$ cat src/rtl/dice_pkg.sv
// dice_pkg: shared FSM states, face limits and pip patterns for the dice display blocks
package dice_pkg;
    typedef enum logic [1:0] {IDLE, ROLLING, SETTLE} dice_state_t;
    localparam logic [2:0] FACE_MIN = 3'd1;
    localparam logic [2:0] FACE_MAX = 3'd6;
    localparam logic [6:0] PIPS_1 = 7'b0000001;
    localparam logic [6:0] PIPS_2 = 7'b1000010;
    localparam logic [6:0] PIPS_3 = 7'b1000011;
    localparam logic [6:0] PIPS_4 = 7'b1100110;
    localparam logic [6:0] PIPS_5 = 7'b1100111;
    localparam logic [6:0] PIPS_6 = 7'b1111110;
endpackage

$ cat src/rtl/dice_pips.sv
// dice_pips: decodes a 3-bit face into the 7-LED pip pattern
// Ports: face (3) in, pips (7) out; bit0 centre, bit1/2 top L/R, bit3/4 mid L/R, bit5/6 bottom L/R; faces 0 and 7 are dark
module dice_pips
    import dice_pkg::*;
(
    input  logic [2:0] face,
    output logic [6:0] pips
);
    always_comb
        pips = face == 3'd1 ? PIPS_1 :
               face == 3'd2 ? PIPS_2 :
               face == 3'd3 ? PIPS_3 :
               face == 3'd4 ? PIPS_4 :
               face == 3'd5 ? PIPS_5 :
               face == 3'd6 ? PIPS_6 : 7'b0000000;
endmodule

$ cat src/rtl/dice_result_capture.sv
// dice_result_capture: captures the final dice face on button release, validates it and keeps saturating statistics
// Ports: clk, rst (async, active-high), button, throw[2:0], clear (sync stats/error clear);
//        result[2:0], result_valid (1-cycle pulse), pips[6:0], error (sticky), roll_count[CNT_W], roll_sum[SUM_W]
// Optional: define DICE_HIST_EN to add hist[6*CNT_W], one saturating bin per face (bin f-1 counts face f)
module dice_result_capture
    import dice_pkg::*;
#(
    parameter int CNT_W    = 8,
    parameter int SUM_W    = 12,
    parameter int MIN_ROLL = 4
) (
    input  logic             clk,
    input  logic             rst,
    input  logic             button,
    input  logic [2:0]       throw,
    input  logic             clear,
    output logic [2:0]       result,
    output logic             result_valid,
    output logic [6:0]       pips,
    output logic             error,
`ifdef DICE_HIST_EN
    output logic [6*CNT_W-1:0] hist,
`endif
    output logic [CNT_W-1:0] roll_count,
    output logic [SUM_W-1:0] roll_sum
);
    localparam int LW = $clog2(MIN_ROLL + 1);
    dice_state_t state;
    logic [LW-1:0] roll_len;
    logic legal, capture, bad;
    logic [SUM_W:0] sum_ext;
    assign legal   = throw >= FACE_MIN && throw <= FACE_MAX;
    assign capture = state == SETTLE && legal;
    assign bad     = state == SETTLE && !legal;
    // one spare bit catches the carry so an overflowing add clamps to all-ones
    assign sum_ext = {1'b0, roll_sum} + {{(SUM_W-2){1'b0}}, throw};
`ifdef DICE_HIST_EN
    logic [5:0][CNT_W-1:0] bins;
    logic [2:0] bin_idx;
    assign bin_idx = throw - 3'd1;
    assign hist = bins;
`endif
    dice_pips u_pips (.face(result), .pips(pips));
    always_ff @(posedge clk or posedge rst)
        if (rst) begin
            state        <= IDLE;
            roll_len     <= '0;
            result       <= '0;
            result_valid <= 1'b0;
            error        <= 1'b0;
            roll_count   <= '0;
            roll_sum     <= '0;
`ifdef DICE_HIST_EN
            bins         <= '0;
`endif
        end else begin
            result_valid <= capture;
            if (capture)
                result <= throw;
            case (state)
                IDLE:
                    if (button) begin
                        state    <= ROLLING;
                        roll_len <= LW'(1);
                    end
                ROLLING:
                    if (button)
                        roll_len <= roll_len < LW'(MIN_ROLL) ? roll_len + LW'(1) : roll_len;
                    else
                        state <= roll_len >= LW'(MIN_ROLL) ? SETTLE : IDLE;
                default:
                    state <= IDLE;
            endcase
            // clear beats a coincident capture for statistics and error only
            if (clear) begin
                error      <= 1'b0;
                roll_count <= '0;
                roll_sum   <= '0;
`ifdef DICE_HIST_EN
                bins       <= '0;
`endif
            end else begin
                if (bad)
                    error <= 1'b1;
                if (capture) begin
                    roll_count <= &roll_count ? roll_count : roll_count + CNT_W'(1);
                    roll_sum   <= sum_ext[SUM_W] ? '1 : sum_ext[SUM_W-1:0];
`ifdef DICE_HIST_EN
                    bins[bin_idx] <= &bins[bin_idx] ? bins[bin_idx] : bins[bin_idx] + CNT_W'(1);
`endif
                end
            end
        end
endmodule

$ cat config.mk
export PLATFORM = sky130hd
export DESIGN_NAME = dice_result_capture
export DESIGN_NICKNAME = d
export VERILOG_FILES = /design/src/rtl/dice_pkg.sv /design/src/rtl/dice_pips.sv /design/src/rtl/dice_result_capture.sv
export SDC_FILE = /design/constraint.sdc
export NUM_CORES = 1
export LEC_CHECK = 0
export ABC_AREA = 1
export BUFFER_PORTS_ARGS = -buffer_cell sky130_fd_sc_hd__buf_2
export CORE_AREA = 2 2 65 67
export CTS_CLUSTER_DIAMETER = 50
export CTS_CLUSTER_SIZE = 12
export DETAILED_ROUTE_END_ITERATION = 10
export DIE_AREA = 0 0 67 69
export GPL_TIMING_DRIVEN = 1
export PLACE_DENSITY = 0.73
export SETUP_SLACK_MARGIN = 0.02
export SLEW_MARGIN = 0
export SYNTH_ARGS = -nofsm -noshare
export SYNTH_HDL_FRONTEND = slang
export SYNTH_SLANG_ARGS = --single-unit
$ cat constraint.sdc
create_clock -name clk -period 1.6 [get_ports clk]
set_clock_uncertainty 0.1 [all_clocks]
set_input_delay 0.24 -clock clk [delete_from_list [all_inputs] [get_ports clk]]
set_output_delay 0.24 -clock clk [all_outputs]
set_load 0.01 [all_outputs]
==> reports/results.ini <==
[sta]
rsz0062_at_grt = yes
worst_pin_slew_ps = 375.1
drv_slew = 0
period_minus_slack_ps = 1724
final-hold-violation-count = 0
holdWs_ps = 19.96
relSlewSlack = 0.7499
finalCritPeriodShare = 1.078
setup_viol = 12
worst_slack_ps = -124.4
fmax_ghz = 0.5799
finalSetupTns_ps = -909.4

[finish]
finalNetCount = 309
fill_cells = 369
diodes = 0
drive_gt1_frac = 0.3165
fin_util = 0.5975
final_cell_area_mm2 = 0.002338
syn_to_final_growth_pct = 27.40

[detailed_routing]
drc = 0
post_drt_wl_per_cell_um = 11.49
ant_nets = 0
routed_wl_mm = 3.987
drtIter0Drc = 64
dr.pass1.iters = 4
vias = 1663
via_per_inst = 4.793

[placed_design]
gp_congestion = 0.8571
port_buffers = 38
post-place-ws_ps = -137.2
placed_area_mm2 = 0.002182
hpwl_mm = 2.963

[logic_synthesis]
synth-seq-cells = 30
synthArstFlopShare = 1.000
syn_avg_cell_area_um2 = 7.778
synth_area_mm2 = 0.001836
synth_edf_count = 0
synth_area_leader_cell = dfrtp_1
synth.most_common_cell = nand2_1
synth_top_flop_cell = dfrtp_1
syn_nets = 249
ys_seq_area_frac = 0.4090
yosysWarnings = 0
synthTopCellsByArea = dfrtp_1 41%, nand2_1 16%, nand3_1 5.7%
synth_top_area_share = 0.4090
synth_cell_types = 31
synth_cells = 236
netlist_top_cells_count = 77 x nand2_1, 30 x dfrtp_1, 21 x nand3_1

[cts]
clkLatencyLatePin_ps = 280
cts_sinks = 30
clockRootBuffer = clkbuf_8
clockBufferDepth = 2
cts_tree = done
cts_htree_levels = 2
clk_pin_slew_ps = 60
cts_buffers = 5

[critical_path]
critPathCaptureType = register
critical_path.top_delay_family = adder cells
arrival_ps = 1780
cp_slowest_stage_delay_ps = 390
path_class = reg -> reg
cp_cell_sequence = ha_2, fa_2, nand2_2, nand2_4, nand2_8, nor2_8, nand2_4, o21ai_1, nand2_1, nand2_1
crit_slowest_cell = dfrtp_1
crit_required_ps = 1660
worst-path-max-fanout = 6
path_buf_inv = 0
startpoint_type = register

[grt]
grt_pass1_vias = 1533
grt_max_degree = 31
antenna_found_initial = 0
grtUsageTotal = 0.1898
overflow = 0
grt_pass1_wl_mm = 6.803

[floorplan]
die-width_um = 67
die_y_um = 69
num_rows = 23
die-area_mm2 = 0.004623
initial_core_util = 0.4690
core_mm2 = 0.003914
ios = 39

[flow_run]
max_cap_viol_count = 0

[power_and_ir_drop]
power_density_mw_per_mm2 = 869.1
ir_worst_vdd_v = 0.0005125
p_leak_nw = 1.296

[outcome]
violations = setup timing
outcome = complete, but fails checks

[min_path]
hold_class = in -> reg

worst paths after layout:
check | from | endpoint | slack (ps) | depth (start not counted)
max reg2reg | roll_sum[0] | roll_sum[7] | -120 | 10
min | button | state[1] | 20 | 2
max in group asynchronous | rst | roll_sum[3] | 650 | 4
min reg2reg | roll_len[1] | roll_len[1] | 400 | 2
min in group asynchronous | rst | roll_sum[6] | 460 | 4
max | roll_sum[0] | roll_sum[7] | -120 | 10
power breakdown:
part / leakage [nW] / switching [mW] / total [mW] / internal [mW]
Clock: 0.0472 / 0.293 / 0.638 / 0.345
Sequential: 0.409 / 0.0758 / 0.916 / 0.840
Combinational: 0.840 / 0.271 / 0.479 / 0.208
cell type report:
cell class / count / area [um^2] / share of cell area
clock buffer: 6 / 82.58 / 0.03531
clock inverter: 2 / 12.51 / 0.005350
inverter: 25 / 96.34 / 0.04120
multi-input combinational: 176 / 991.0 / 0.4238
sequential: 30 / 750.7 / 0.3210
tap: 50 / 62.56 / 0.02675
timing repair buffer: 58 / 342.8 / 0.1466
metrics by stage:
step                      instances  total power, mW
final                           347            2.032
after global routing            347            2.174
after CTS                       346            2.032
after detailed placement        336            1.379
after global placement          336            1.359
after floorplan                 236            1.225
metal layers:
layer | global-route usage | share of wire | vias to the layer above
li1 | - | - | 874
met3 | 0.04894 | 0.056 | 6
met5 | 0 | 0 | -
met1 | 0.2505 | 0.47 | 742
met4 | 0.05442 | 0.014 | 0
met2 | 0.3036 | 0.46 | 41
registers in the layout, indices dropped and copies added (netlist names):
signal,count
state,2
roll_len,3
result,3
result_valid,1
error,1
roll_sum,12
roll_count,8
logic make-up (layout without fill, tap and decap cells):
kind of cell	Yosys count	after routing	synth area share
simple gates	137	137	0.3565
flops	30	30	0.4090
buf+inv	30	91	0.07498
compound gates	27	27	0.08589
fa+ha+maj	6	6	0.04499
xor+xnor	6	6	0.02864
placed cells by master (no fill, tap or decap), types with 2 or more instances in the layout:
cell type  synthesis  routed
nand2_1           77      75
buf_2              0      38
dfrtp_1           30      30
nand3_1           21      21
inv_1             20      20
buf_4              4      19
nor2_1            15      15
o21ai_1            9       9
clkbuf_8           0       6
nand4_1            5       5
o21ai_0            6       5
inv_2              4       4
nor2_2             4       4
nand2_4            4       4
a21oi_1            4       3
xnor2_1            3       3
nand2_2            2       3
xor2_1             3       3
nor3_1             3       3
o211ai_1           3       3
ha_1               5       3
nor2_4             2       2
a21oi_2            1       2
o21bai_1           2       2
what timing repair did:
item	CTS	global route
endpoints found under the hold margin	30	0
pin swaps	0	5
hold buffers	1	0
endpoints found under the setup margin	14	16
gates resized for setup	1	7
cloned	0	0
buffers inserted	1	1
(Power assumes the default switching activity.)
